$ cat config.mk
export PLATFORM = sky130hd
export DESIGN_NAME = clb_serial_subtractor_flat
export DESIGN_NICKNAME = d
export VERILOG_FILES = /design/src/rtl/clb_serial_subtractor_if.sv /design/src/rtl/clb_serial_subtractor.sv /design/src/flat_wrapper.sv
export SDC_FILE = /design/constraint.sdc
export NUM_CORES = 1
export LEC_CHECK = 0
export CAP_MARGIN = 20
export CORE_MARGIN = 2
export CORE_UTILIZATION = 56
export DETAILED_ROUTE_END_ITERATION = 6
export PLACE_DENSITY = 0.85
export SETUP_SLACK_MARGIN = 0.15
export SYNTH_ARGS = -nofsm -noshare
export SYNTH_HDL_FRONTEND = slang
export SYNTH_SLANG_ARGS = --single-unit
$ cat constraint.sdc
create_clock -name clock -period 4 [get_ports clock]
set_input_delay 1.2 -clock clock [delete_from_list [all_inputs] [get_ports clock]]
set_output_delay 1.2 -clock clock [all_outputs]
set_load 0.01 [all_outputs]
$ cat src/rtl/clb_serial_subtractor_if.sv
// Handshake and operand/result bundle for the CLB serial subtractor.
// The ovf signal exists only when CLB_SUB_OVF_EN is defined.
interface clb_serial_subtractor_if #(
   parameter int WIDTH = 8
);
   logic             start;
   logic [WIDTH-1:0] minuend;
   logic [WIDTH-1:0] subtrahend;
   logic             B_In;
   logic [WIDTH-1:0] difference;
   logic             B_Out;
   logic             busy;
   logic             done;
`ifdef CLB_SUB_OVF_EN
   logic             ovf;
`endif

   // Controller side drives the request and operands, then observes the result.
   modport master (
      output start,
      output minuend,
      output subtrahend,
      output B_In,
      input  difference,
      input  B_Out,
      input  busy,
      input  done
`ifdef CLB_SUB_OVF_EN
      ,
      input  ovf
`endif
   );

   modport slave (
      input  start,
      input  minuend,
      input  subtrahend,
      input  B_In,
      output difference,
      output B_Out,
      output busy,
      output done
`ifdef CLB_SUB_OVF_EN
      ,
      output ovf
`endif
   );
endinterface

$ cat src/rtl/clb_serial_subtractor.sv
// Multi-cycle subtractor: minuend - subtrahend - B_In, two bits per clock, LSB slice first.
// Optional signed-overflow output enabled by defining CLB_SUB_OVF_EN.
module clb_serial_subtractor #(
   parameter int WIDTH = 8
) (
   input logic                    clock,
   input logic                    reset,
   clb_serial_subtractor_if.slave bus
);
   localparam int SLICES = WIDTH / 2;
   localparam int IDX_W  = (SLICES > 1) ? $clog2(SLICES) : 1;

   typedef enum logic [1:0] {IDLE, RUN, DONE} state_e;

   state_e           state_q, state_d;
   logic [WIDTH-1:0] aOp_q, aOp_d;
   logic [WIDTH-1:0] bOp_q, bOp_d;
   logic             borrow_q, borrow_d;
   logic [IDX_W-1:0] index_q, index_d;
   logic [WIDTH-1:0] result_q, result_d;
   logic [WIDTH-1:0] difference_q, difference_d;
   logic             bOut_q, bOut_d;
`ifdef CLB_SUB_OVF_EN
   logic             ovf_q, ovf_d;
`endif

   logic [1:0] aSlice;
   logic [1:0] bSlice;
   logic [2:0] sliceDiff;
   logic       msbBorrowIn;
   logic       lastSlice;

   // Bit 2 of the 3-bit slice result is the borrow out of the slice; the
   // borrow out of its low bit is the borrow into the MSB when this is the top slice.
   always_comb begin
      aSlice      = aOp_q[{index_q, 1'b0} +: 2];
      bSlice      = bOp_q[{index_q, 1'b0} +: 2];
      sliceDiff   = {1'b0, aSlice} - {1'b0, bSlice} - {2'b00, borrow_q};
      msbBorrowIn = (~aSlice[0] & bSlice[0]) | (~(aSlice[0] ^ bSlice[0]) & borrow_q);
      lastSlice   = (index_q == IDX_W'(SLICES - 1));
   end

   always_comb begin
      state_d      = state_q;
      aOp_d        = aOp_q;
      bOp_d        = bOp_q;
      borrow_d     = borrow_q;
      index_d      = index_q;
      result_d     = result_q;
      difference_d = difference_q;
      bOut_d       = bOut_q;
`ifdef CLB_SUB_OVF_EN
      ovf_d        = ovf_q;
`endif
      case (state_q)
         IDLE: begin
            if (bus.start) begin
               aOp_d    = bus.minuend;
               bOp_d    = bus.subtrahend;
               borrow_d = bus.B_In;
               index_d  = '0;
               state_d  = RUN;
            end
         end
         RUN: begin
            result_d[{index_q, 1'b0} +: 2] = sliceDiff[1:0];
            borrow_d = sliceDiff[2];
            index_d  = index_q + IDX_W'(1);
            if (lastSlice) begin
               difference_d = result_d;
               bOut_d       = sliceDiff[2];
`ifdef CLB_SUB_OVF_EN
               ovf_d        = msbBorrowIn ^ sliceDiff[2];
`endif
               index_d      = '0;
               state_d      = DONE;
            end
         end
         DONE: begin
            state_d = IDLE;
         end
         default: begin
            state_d = IDLE;
         end
      endcase
   end

   always_ff @(posedge clock or posedge reset) begin
      if (reset) begin
         state_q      <= IDLE;
         aOp_q        <= '0;
         bOp_q        <= '0;
         borrow_q     <= 1'b0;
         index_q      <= '0;
         result_q     <= '0;
         difference_q <= '0;
         bOut_q       <= 1'b0;
`ifdef CLB_SUB_OVF_EN
         ovf_q        <= 1'b0;
`endif
      end else begin
         state_q      <= state_d;
         aOp_q        <= aOp_d;
         bOp_q        <= bOp_d;
         borrow_q     <= borrow_d;
         index_q      <= index_d;
         result_q     <= result_d;
         difference_q <= difference_d;
         bOut_q       <= bOut_d;
`ifdef CLB_SUB_OVF_EN
         ovf_q        <= ovf_d;
`endif
      end
   end

   assign bus.difference = difference_q;
   assign bus.B_Out      = bOut_q;
   assign bus.busy       = (state_q == RUN);
   assign bus.done       = (state_q == DONE);
`ifdef CLB_SUB_OVF_EN
   assign bus.ovf        = ovf_q;
`else
   logic unusedMsbBorrow;
   assign unusedMsbBorrow = msbBorrowIn;
`endif
endmodule

$ cat src/flat_wrapper.sv
// flat-port wrapper written by rule: the top's interface ports become plain ports
module clb_serial_subtractor_flat 
#(
   parameter int WIDTH = 8
)
  (clock, reset, bus_start, bus_minuend, bus_subtrahend, bus_B_In, bus_difference, bus_B_Out, bus_busy, bus_done);
  clb_serial_subtractor_if #(.WIDTH(WIDTH)) bus_i ();
  input logic clock;
  input logic reset;
  input wire logic [$bits(bus_i.start)-1:0] bus_start;
  input wire logic [$bits(bus_i.minuend)-1:0] bus_minuend;
  input wire logic [$bits(bus_i.subtrahend)-1:0] bus_subtrahend;
  input wire logic [$bits(bus_i.B_In)-1:0] bus_B_In;
  output wire logic [$bits(bus_i.difference)-1:0] bus_difference;
  output wire logic [$bits(bus_i.B_Out)-1:0] bus_B_Out;
  output wire logic [$bits(bus_i.busy)-1:0] bus_busy;
  output wire logic [$bits(bus_i.done)-1:0] bus_done;
  assign bus_i.start = bus_start;
  assign bus_i.minuend = bus_minuend;
  assign bus_i.subtrahend = bus_subtrahend;
  assign bus_i.B_In = bus_B_In;
  assign bus_difference = bus_i.difference;
  assign bus_B_Out = bus_i.B_Out;
  assign bus_busy = bus_i.busy;
  assign bus_done = bus_i.done;
  clb_serial_subtractor #(.WIDTH(WIDTH)) u_core (.clock(clock), .reset(reset), .bus(bus_i));
endmodule
* Word-level counts from Yosys, hierarchy flattened
Index checks and enable logic that the tools add are counted.
** Word-level totals
- Register bits :: 38
- Logic and storage cells :: 36
** Cells by class
- Add/subtract/negate cells :: 4
- Equal/unequal tests :: 5
- Shift-type cells :: 4
- Multiplexer cells :: 9
- Reductions and logical operators :: 6
** Operators by type and width (count)
- $shiftx A8 B4 Y2 :: 2
- $bwmux W8 :: 1
- $mux W2 :: 4
- $pmux W2 S2 :: 2
- $reduce_and A2 Y1 :: 4
- $shift A2 B5 Y8 const A :: 1
- $shiftx A2 B5 Y8 :: 1
- $neg A3 Y5 :: 1
- $eq A2 B2 Y1 const B :: 2
- $sub A2 B2 Y3 :: 1
- $sub A3 B1 Y3 :: 1
- $add A2 B1 Y2 const B :: 1
- $eq A2 B1 Y1 const B :: 1
- $logic_not A2 Y1 :: 1
- $ne A2 B1 Y1 const B :: 1
- $ne A2 B2 Y1 const B :: 1
- $pmux W1 S2 :: 1
- $reduce_bool A2 Y1 :: 1
- $mux W1 :: 1

* Logic depth before layout (Yosys ltp)
Gate-level depths: netlist (run 1).
- Depth in word-level cells :: 5
- Gate-level depth with buffers :: 7
- Mapped depth without buffers :: 6

* Worst setup path after synthesis (run 1)
Ideal clock, no wire load.
- Path kind :: flip-flop to flip-flop
- From :: register u_core.index_q[0]
- To :: register u_core.result_q[1]
- Setup time :: 121 ps
- Arrival time :: 2327 ps
- Slack :: 1553 ps
- Cell stages (with the launch flop) :: 7
- Clock period less this slack :: 2447 ps
- Cells stage by stage :: dfrtp_1 buf_4 mux4_2 fa_1 fa_1 nor2_1 a22o_1
** On the way
- Word-level cells in the longest chain between the ends :: 5
- Elaborated cells on any way between the ends :: 8
- Classes of those cells :: add/sub (3); shift (4); mux (1)
** RTL lines
- start: declaration :: line clb_serial_subtractor.sv:19 : logic [IDX_W-1:0] index_q, index_d;
- start signal: assignment :: line clb_serial_subtractor.sv:106 : index_q <= index_d;
- $shiftx A8 B4 Y2 (on tied branches) :: line clb_serial_subtractor.sv:36, clb_serial_subtractor.sv:37
- $sub A2 B2 Y3 :: line clb_serial_subtractor.sv:38 : sliceDiff = {1'b0, aSlice} - {1'b0, bSlice} - {2'b00, borrow_q};
- $sub A3 B1 Y3 :: line clb_serial_subtractor.sv:38
- $shiftx A2 B5 Y8 :: line clb_serial_subtractor.sv:66 : result_d[{index_q, 1'b0} +: 2] = sliceDiff[1:0];
- $bwmux W8 (*) :: line clb_serial_subtractor.sv:66
- end signal: assignment :: line clb_serial_subtractor.sv:107 : result_q <= result_d;
- end: declaration :: line clb_serial_subtractor.sv:20 : logic [WIDTH-1:0] result_q, result_d;
Every way passes the cells marked *; elsewhere a longest branch is shown, timed or not.
A chain may end at the register's enable or synchronous reset.

* Worst setup path after layout (run 1)
- From :: register u_core.state_q[1]
- To :: output port bus_busy
** On the way
- Word-level cells in the longest chain between the ends :: 1
** RTL lines
- start: declaration :: line clb_serial_subtractor.sv:15 : state_e state_q, state_d;
- start signal: assignment :: line clb_serial_subtractor.sv:102 : state_q <= state_d;
- $eq A2 B1 Y1 :: line clb_serial_subtractor.sv:118 : assign bus.busy = (state_q == RUN);
- end: declaration :: line flat_wrapper.sv:16 : output wire logic [$bits(bus_i.busy)-1:0] bus_busy;
Every way passes these cells.

==> flow_summary.yaml, run 1 <==
critical_path:
  cp.required_ns: 2.80
  ff2ff_setup_slack_ns: 1.27
  slowest_stage: "clkdlybuf4s50_1"
  rr_worst_depth: 5
  cp_slowest_stage_delay_ns: 0.54
  crit_family: "buffers and inverters"
  cp.arrival_ns: 1.78
  cp_num_buf_inv: 2
  critPathMaxFanout: 10
  critPathKind: "reg2out"
  crit_chain: "nand2b_1 -> inv_6 -> clkdlybuf4s50_1"
  startpoint_type: "flip-flop"
  r2r-end: "u_core.result_q[1]"
  endpoint_kind: "primary output"
  regToRegStartpoint: "u_core.index_q[0]"
logic_synthesis:
  synth_top_area_share_pct: 51.98
  synth_area_mm2: 0.001829
  syn_inst: 140
  synth_edf_count: 0
  ys_warn_count: 0
  synth.avg_cell_area_um2: 13.07
  async_flop_share_pct: 100.0
  syn-num-nets: 168
  synth_top_area_cell: "dfrtp_1"
  yosysSeqAreaShare_pct: 51.98
  ys_ff_latch: 38
  yosys_most_used_dff: "dfrtp_1"
  yosysMostFrequentCell: "dfrtp_1"
  synthTopCellsByArea: "dfrtp_1, mux2_2, mux4_2, nand2b_1, ha_1"
  yosys-top-cells-count: "dfrtp_1, mux2_2, nand2b_1, nor2_1, inv_1"
  ys_types: 28
cts:
  cts_resized: 0
  cts_hold_buf: 0
  cts.sinks: 38
  numCtsBuffers: 5
  cts_buffer_depth: 2
  cts_setup_buffers: 0
  clk_latency_ns: 0.34
  cts_tree: "built"
  cts_root_buf: "clkbuf_4"
  htreeDepth: 2
  clkTransAtPathRegs_ns: 0.10
finish:
  nNetsFinal: 201
  insertedDiodeCount: 0
  multiInputGateArea_um2: 794.5
  drive_above_1_share_pct: 19.08
  areaGrowthSynthToFinish_pct: 20.04
  fillers: 222
  register_area_um2: 950.9
routing:
  finalWirelength_um: 3126
  route.detailed.drc: 0
  top_layer: "met4"
  wl_met3_um: 158
  dr.pass1.iters: 4
  met2_length_um: 1536
  via_per_inst: 5.406
  vias: 1173
  wl_met1_um: 1356
  wire_per_inst_um: 14.41
  ant_nets: 0
  drt_iter0_drc: 51
grt:
  antenna_found_initial: 0
  grt-ovfl-total: 0
  grt_pass1_vias: 1230
  grt_use_total_pct: 21.00
  grt_pass1_wl_um: 5616
  grt_max_degree: 39
floorplan:
  io_pins: 31
  start_util_pct: 59.43
  die_h_um: 61.16
  die_area_mm2: 0.003740
  rows: 20
  die_w_um: 61.16
  core_area_mm2: 0.003078
min_path:
  hold_path_depth: 1
  hold_end: "u_core.result_q[3]"
  min_path_type: "reg2reg"
  hold_start: "u_core.result_q[3]"
timing:
  clock.fmax_ghz: 0.3359
  tightest_slew_ns: 0.6008
  setup-tns-final_ns: 0
  finClkSkew_ns: 0.006526
  maxSlewHeadroom_pct: 59.95
  setup_violations: 0
  hold_viol_final: 0
  rsz0062_at_grt: "false"
  finalCritPeriodShare_pct: 74.42
  worst_slack_ns: 1.023
  maxSlewViolCount: 0
  period_needed_ns: 2.977
power:
  p_leak_nw: 0.9290
  pwr_density_cell_mw_per_mm2: 840.8
  combPwrFrac_pct: 52.1
  p_seq_share_pct: 38.0
  swShare_pct: 36.76
  power_frac_clock_pct: 9.8
  switchingPower_w: 0.0006787
  peakVddDrop_mv: 0.4624
  intPower_w: 0.001168
placed_design:
  dp_hpwl_um: 2363
  pre_cts_slack_ns: 1.271
  routabilityCongestion: 0.8447
  io_buffers: 30
status:
  status: "finished clean"
flow_run:
  cap_violations: 0
cell usage in the layout, fill, tap and decap left out, types with 2 or more instances in the layout:
cell             netlist  layout
nor2_1                 8       8
clkdlybuf4s50_1        0      30
clkbuf_4               0       5
nand2b_1              13      13
nand2_1                5       5
o31ai_1                2       2
mux2_2                17      17
o21a_1                 2       2
a22o_1                 6       6
inv_1                  7       7
mux4_2                 4       4
nor3_1                 2       2
o221ai_1               2       2
clkbuf_1               0       2
dfrtp_1               38      38
buf_4                  5       2
and4bb_2               3       3
ha_1                   6       6
a31oi_1                6       6
a21o_1                 2       2
fa_1                   2       2
per-layer routing:
metal	GRT usage (%)	vias up
li1	-	563
met4	7.764	0
met5	0	-
met3	7.983	9
met1	25.35	571
met2	34.35	30
worst max path at each step:
| stage | slack [ns] | endpoint | depth (start not counted) | startpoint |
|---|---|---|---|---|
| after floorplan | 1.55 | u_core.result_q[1] | 6 | u_core.index_q[0] |
| after global placement | 1.35 | u_core.result_q[1] | 5 | u_core.index_q[0] |
| after detailed placement | 1.27 | u_core.result_q[1] | 5 | u_core.index_q[0] |
| after CTS | 1.0 | bus_busy | 3 | u_core.state_q[1] |
| after global routing | 0.89 | bus_busy | 3 | u_core.state_q[1] |
| final | 1.02 | bus_busy | 3 | u_core.state_q[1] |
power by group through the flow:
stage	clock [W]	combinational, W	sequential (W)
global route	0.000211	0.00106	0.000725
detailed placement	0	0.000964	0.000711
global placement	0	0.000943	0.000697
CTS	0.000190	0.000966	0.000701
finish	0.000182	0.000963	0.000702
floorplan	0	0.000720	0.000682
metrics by stage:
| step | total power, W | util, % | hold WS, ns | area, µm² | std cells |
|---|---|---|---|---|---|
| after floorplan | 0.001402 | - | 0.4496 | 1829 | 140 |
| after global routing | 0.001994 | 71.34 | 0.5153 | 2196 | 217 |
| after CTS | 0.001858 | 71.34 | 0.4912 | 2196 | 217 |
| after detailed placement | 0.001674 | 69.88 | 0.4656 | 2151 | 210 |
| after global placement | 0.001640 | 69.88 | 0.4631 | 2151 | 210 |
| final | 0.001846 | 71.34 | 0.4917 | 2196 | 217 |
final cells by class:
| cell class | instances | area share [%] |
|---|---|---|
| inverters | 8 | 1.595 |
| flip-flops and latches | 38 | 43.30 |
| repair buffers | 32 | 14.36 |
| multi-input cells | 88 | 36.18 |
| well taps | 44 | 2.507 |
| clock buffers | 7 | 2.051 |
state kept, by name, summed over array words and instances, names as in the netlist:
name	count
u_core.bOp_q	8
u_core.aOp_q	8
u_core.borrow_q	1
u_core.bus.B_Out	1
u_core.state_q	2
u_core.index_q	2
u_core.bus.difference	8
u_core.result_q	8
kinds of logic (layout without fill, tap and decap cells):
group / Yosys count / in the layout / synth area share (%)
mux: 21 / 21 / 15.39
fa+ha+maj: 8 / 8 / 6.293
buf+inv: 14 / 47 / 4.583
flops: 38 / 38 / 51.98
compound gates: 22 / 22 / 9.302
simple gates: 37 / 37 / 12.45
Note: power is estimated with default switching activity, not from simulation.
==> inputs of run 2 (changes only) <==
Settings changed: CORE_UTILIZATION 56 to 47, PLACE_DENSITY 0.85 to 0.76.
Clock period 4 ns to 2.7 ns, I/O delays scaled along.
==> flow_summary.yaml, run 2 (same netlist as run 1, synthesis figures left out) <==
grt:
  grt-ovfl-total: 0
  grt_pass1_vias: 1291
  antenna_found_initial: 0
  grt_pass1_wl_um: 5747
  grt_max_degree: 39
  grt_use_total_pct: 17.80
critical_path:
  cp.required_ns: 1.89
  ff2ff_setup_slack_ns: 0.30
  cp_slowest_stage_delay_ns: 0.54
  crit_chain: "nand2b_2 -> inv_6 -> clkdlybuf4s50_1"
  critPathMaxFanout: 10
  slowest_stage: "clkdlybuf4s50_1"
  crit_family: "buffers and inverters"
  cp_num_buf_inv: 2
  startpoint_type: "flip-flop"
  endpoint_kind: "primary output"
  cp.arrival_ns: 1.63
  critPathKind: "reg2out"
routing:
  route.detailed.drc: 0
  drt_iter0_drc: 45
  dr.pass1.iters: 4
  wire_per_inst_um: 14.75
  vias: 1222
  ant_nets: 0
  via_per_inst: 5.505
  finalWirelength_um: 3274
placed_design:
  placedInstanceArea_mm2: 0.002163
  dp_hpwl_um: 2498
  routabilityCongestion: 0.8403
  io_buffers: 30
floorplan:
  die_area_mm2: 0.004407
  io_pins: 31
  rows: 22
  start_util_pct: 49.59
  die_h_um: 66.39
  core_area_mm2: 0.003689
  die_w_um: 66.39
cts:
  cts_root_buf: "clkbuf_8"
  cts_tree: "built"
  clkTransAtPathRegs_ns: 0.07
  numCtsBuffers: 5
  cts_setup_buffers: 0
  clk_latency_ns: 0.28
  cts_hold_buf: 0
  cts.sinks: 38
  htreeDepth: 2
  cts_buffer_depth: 2
finish:
  final_common_cell: "dfrtp_1"
  insertedDiodeCount: 0
  fillers: 333
  fin_area_mm2: 0.002242
  nNetsFinal: 202
  final_cell_mix: "dfrtp_1, clkdlybuf4s50_1, mux2_2"
  drive_above_1_share_pct: 20.11
  areaGrowthSynthToFinish_pct: 22.57
  final_core_util_pct: 60.79
power:
  peakVddDrop_mv: 0.5964
  pwr_density_cell_mw_per_mm2: 1270
  p_leak_nw: 0.9467
status:
  status: "finished clean"
timing:
  period_needed_ns: 2.445
  maxSlewViolCount: 0
  setup-tns-final_ns: 0
  finalCritPeriodShare_pct: 90.55
  rsz0062_at_grt: "false"
  setup_violations: 0
  clock.fmax_ghz: 0.4090
  tightest_slew_ns: 0.6067
  finClkSkew_ns: 0.006394
  hold_viol_final: 0
  maxSlewHeadroom_pct: 59.55
min_path:
  min_path_type: "reg2reg"
flow_run:
  cap_violations: 0
-- run 2: changes by cell type in the layout (fill, tap and decap cells not counted), sizes merged --
| cell | change |
|---|---|
| buf | +1 |
-- run 2: stage by stage --
step,setup slack (ns),power [W],std cells,hold WS [ns]
after detailed placement,0.2903,0.002513,215,0.4740
after global routing,0.1851,0.003085,222,0.5131
final,0.2551,0.002847,222,0.4851
after CTS,0.1568,0.002872,222,0.4890
after floorplan,0.2525,0.002077,140,0.4496
after global placement,0.3281,0.002447,215,0.4623
-- run 2: final cells by class --
cell class | count | area, µm² | area share, %
clock buffers | 7 | 76.32 | 3.404
inverters | 8 | 35.03 | 1.563
multi-input cells | 88 | 797.0 | 35.55
flip-flops and latches | 38 | 950.9 | 42.41
well taps | 48 | 60.06 | 2.679
repair buffers | 33 | 322.8 | 14.40
-- run 2: worst paths after layout --
kind | start | endpoint | cells past startpoint
max | u_core.state_q[1] | bus_busy | 3
min | u_core.result_q[2] | u_core.result_q[2] | 1
max reg2reg | u_core.index_q[0] | u_core.result_q[1] | 5
min reg2reg | u_core.result_q[2] | u_core.result_q[2] | 1
max in group asynchronous | reset | u_core.bus.difference[7] | 3
min in group asynchronous | reset | u_core.bOp_q[2] | 3
-- run 2: per-layer routing --
layer | global-route usage (%) | vias up | wire [µm]
li1 | - | 562 | -
met1 | 19.98 | 615 | 1361
met2 | 31.00 | 35 | 1690
met3 | 5.451 | 10 | 154
met4 | 7.653 | 0 | 68
met5 | 0 | - | 0
-- run 2: what timing repair did --
item | CTS | global route
setup endpoints to repair | 0 | 1
hold endpoints to repair | 0 | 0
resized for setup | 0 | 1
-- run 2: where the power goes --
part / switching, W / internal, W / total (W)
clock network: 0.000179 / 0.000178 / 0.000357
logic: 0.000666 / 0.000799 / 0.00146
registers: 0.000180 / 0.000846 / 0.00103
==> inputs of run 3 (changes only) <==
Settings changed: REMOVE_ABC_BUFFERS set to 1.
==> flow_summary.yaml, run 3 (same netlist as run 1, synthesis figures left out) <==
status:
  status: "finished clean"
finish:
  final_cell_mix: "dfrtp_1, clkdlybuf4s50_1, mux2_2"
  final_core_util_pct: 61.30
  areaGrowthSynthToFinish_pct: 23.60
  drive_above_1_share_pct: 22.16
  insertedDiodeCount: 0
  final_common_cell: "dfrtp_1"
  nNetsFinal: 204
cts:
  cts_buffer_depth: 2
  clkTransAtPathRegs_ns: 0.07
  cts_resized: 2
  cts.sinks: 38
  clk_latency_ns: 0.29
  htreeDepth: 2
  numCtsBuffers: 5
  cts_root_buf: "clkbuf_8"
  cts_tree: "built"
  cts_hold_buf: 0
  cts_setup_buffers: 0
floorplan:
  start_util_pct: 49.59
  rows: 22
  io_pins: 31
  die_w_um: 66.39
  die_area_mm2: 0.004407
  core_area_mm2: 0.003689
  die_h_um: 66.39
routing:
  route.detailed.drc: 0
  dr.pass1.iters: 4
  finalWirelength_um: 3317
  via_per_inst: 5.326
  drt_iter0_drc: 51
  vias: 1193
  wire_per_inst_um: 14.81
  ant_nets: 0
timing:
  rsz0062_at_grt: "false"
  maxSlewViolCount: 0
  hold_viol_final: 0
  setup-tns-final_ns: 0
  clock.fmax_ghz: 0.4048
  finalCritPeriodShare_pct: 91.50
  period_needed_ns: 2.470
  maxSlewHeadroom_pct: 68.46
  tightest_slew_ns: 0.4732
  finClkSkew_ns: 0.009368
  setup_violations: 0
flow_run:
  cap_violations: 0
power:
  swShare_pct: 36.46
  peakVddDrop_mv: 0.5483
  p_seq_share_pct: 34.8
  p_leak_nw: 0.9551
  intPower_w: 0.001859
  power_frac_clock_pct: 12.4
  switchingPower_w: 0.001067
  pwr_density_cell_mw_per_mm2: 1294
  combPwrFrac_pct: 52.8
critical_path:
  endpoint_kind: "flip-flop"
  cp.arrival_ns: 2.65
  startpoint_type: "flip-flop"
  critPathKind: "reg2reg"
  r2r-end: "u_core.result_q[1]"
  critPathMaxFanout: 6
  regToRegStartpoint: "u_core.index_q[0]"
  cp.required_ns: 2.88
  ff2ff_setup_slack_ns: 0.23
  rr_worst_depth: 5
grt:
  grt_pass1_wl_um: 5582
  antenna_found_initial: 0
  grt_pass1_vias: 1216
  grt_max_degree: 39
  grt_use_total_pct: 17.38
  grt-ovfl-total: 0
placed_design:
  routabilityCongestion: 0.8226
  dp_hpwl_um: 2461
  io_buffers: 30
min_path:
  hold_path_depth: 1
  min_path_type: "reg2reg"
  hold_end: "u_core.result_q[2]"
  hold_start: "u_core.result_q[2]"
## run 3: changes by cell type in the layout (fill, tap and decap cells not counted)
cell	change
buf_4	+2
dfrtp_1	-1
dfrtp_2	+1
fa_1	-1
fa_2	+1
## run 3: worst max path at each step
stage                      start                 end  slack, ns  depth (start not counted)
2_1_floorplan  u_core.index_q[0]  u_core.result_q[1]       0.18                          5
3_3_place_gp   u_core.index_q[0]  u_core.result_q[1]       0.17                          5
3_5_place_dp   u_core.index_q[0]  u_core.result_q[1]       0.09                          5
4_1_cts        u_core.index_q[0]  u_core.result_q[1]       0.18                          5
5_1_grt        u_core.index_q[0]  u_core.result_q[1]       0.17                          5
6_report       u_core.index_q[0]  u_core.result_q[1]       0.23                          5
## run 3: final cells by class
cell class | count | area, µm²
Clock buffer | 7 | 76.32
Fill cell | 314 | 1428
Inverter | 8 | 35.03
Multi-Input combinational cell | 88 | 799.5
Sequential cell | 38 | 952.2
Tap cell | 48 | 60.06
Timing Repair Buffer | 35 | 337.8
## run 3: worst max-delay path: stages, from the launching register on
cell     delay [ns]
dfrtp_2        0.45
mux4_2         0.54
fa_1           0.41
fa_2           0.63
nor2_1         0.09
a22o_1         0.24
## run 3: per-layer routing
metal  global-route usage, %  up-vias  wire length (µm)
met5                       0        -                 0
met4                   7.143        0                36
met3                   5.792        4               193
met2                   29.00       34              1643
met1                   20.49      582              1443
li1                        -      573                 -
## run 3: power by group through the flow
stage | Combinational (W) | Sequential (W) | Clock [W]
after floorplan | 0.000993 | 0.00103 | 0
after global routing | 0.00166 | 0.00105 | 0.000400
final | 0.00154 | 0.00102 | 0.000362
after global placement | 0.00148 | 0.00102 | 0
after CTS | 0.00153 | 0.00102 | 0.000374
after detailed placement | 0.00153 | 0.00103 | 0
## run 3: stage by stage
stage                     area [µm²]  worst slack (ns)  hold WS (ns)  instances  total power [W]
final                           2261            0.2295        0.4818        224         0.002925
after global routing            2261            0.1711        0.4993        224         0.003116
after CTS                       2258            0.1813        0.4888        224         0.002932
after detailed placement        2178           0.08867        0.4742        217         0.002559
after global placement          2178            0.1694        0.4581        217         0.002493
after floorplan                 1780            0.1798        0.4496        134         0.002020
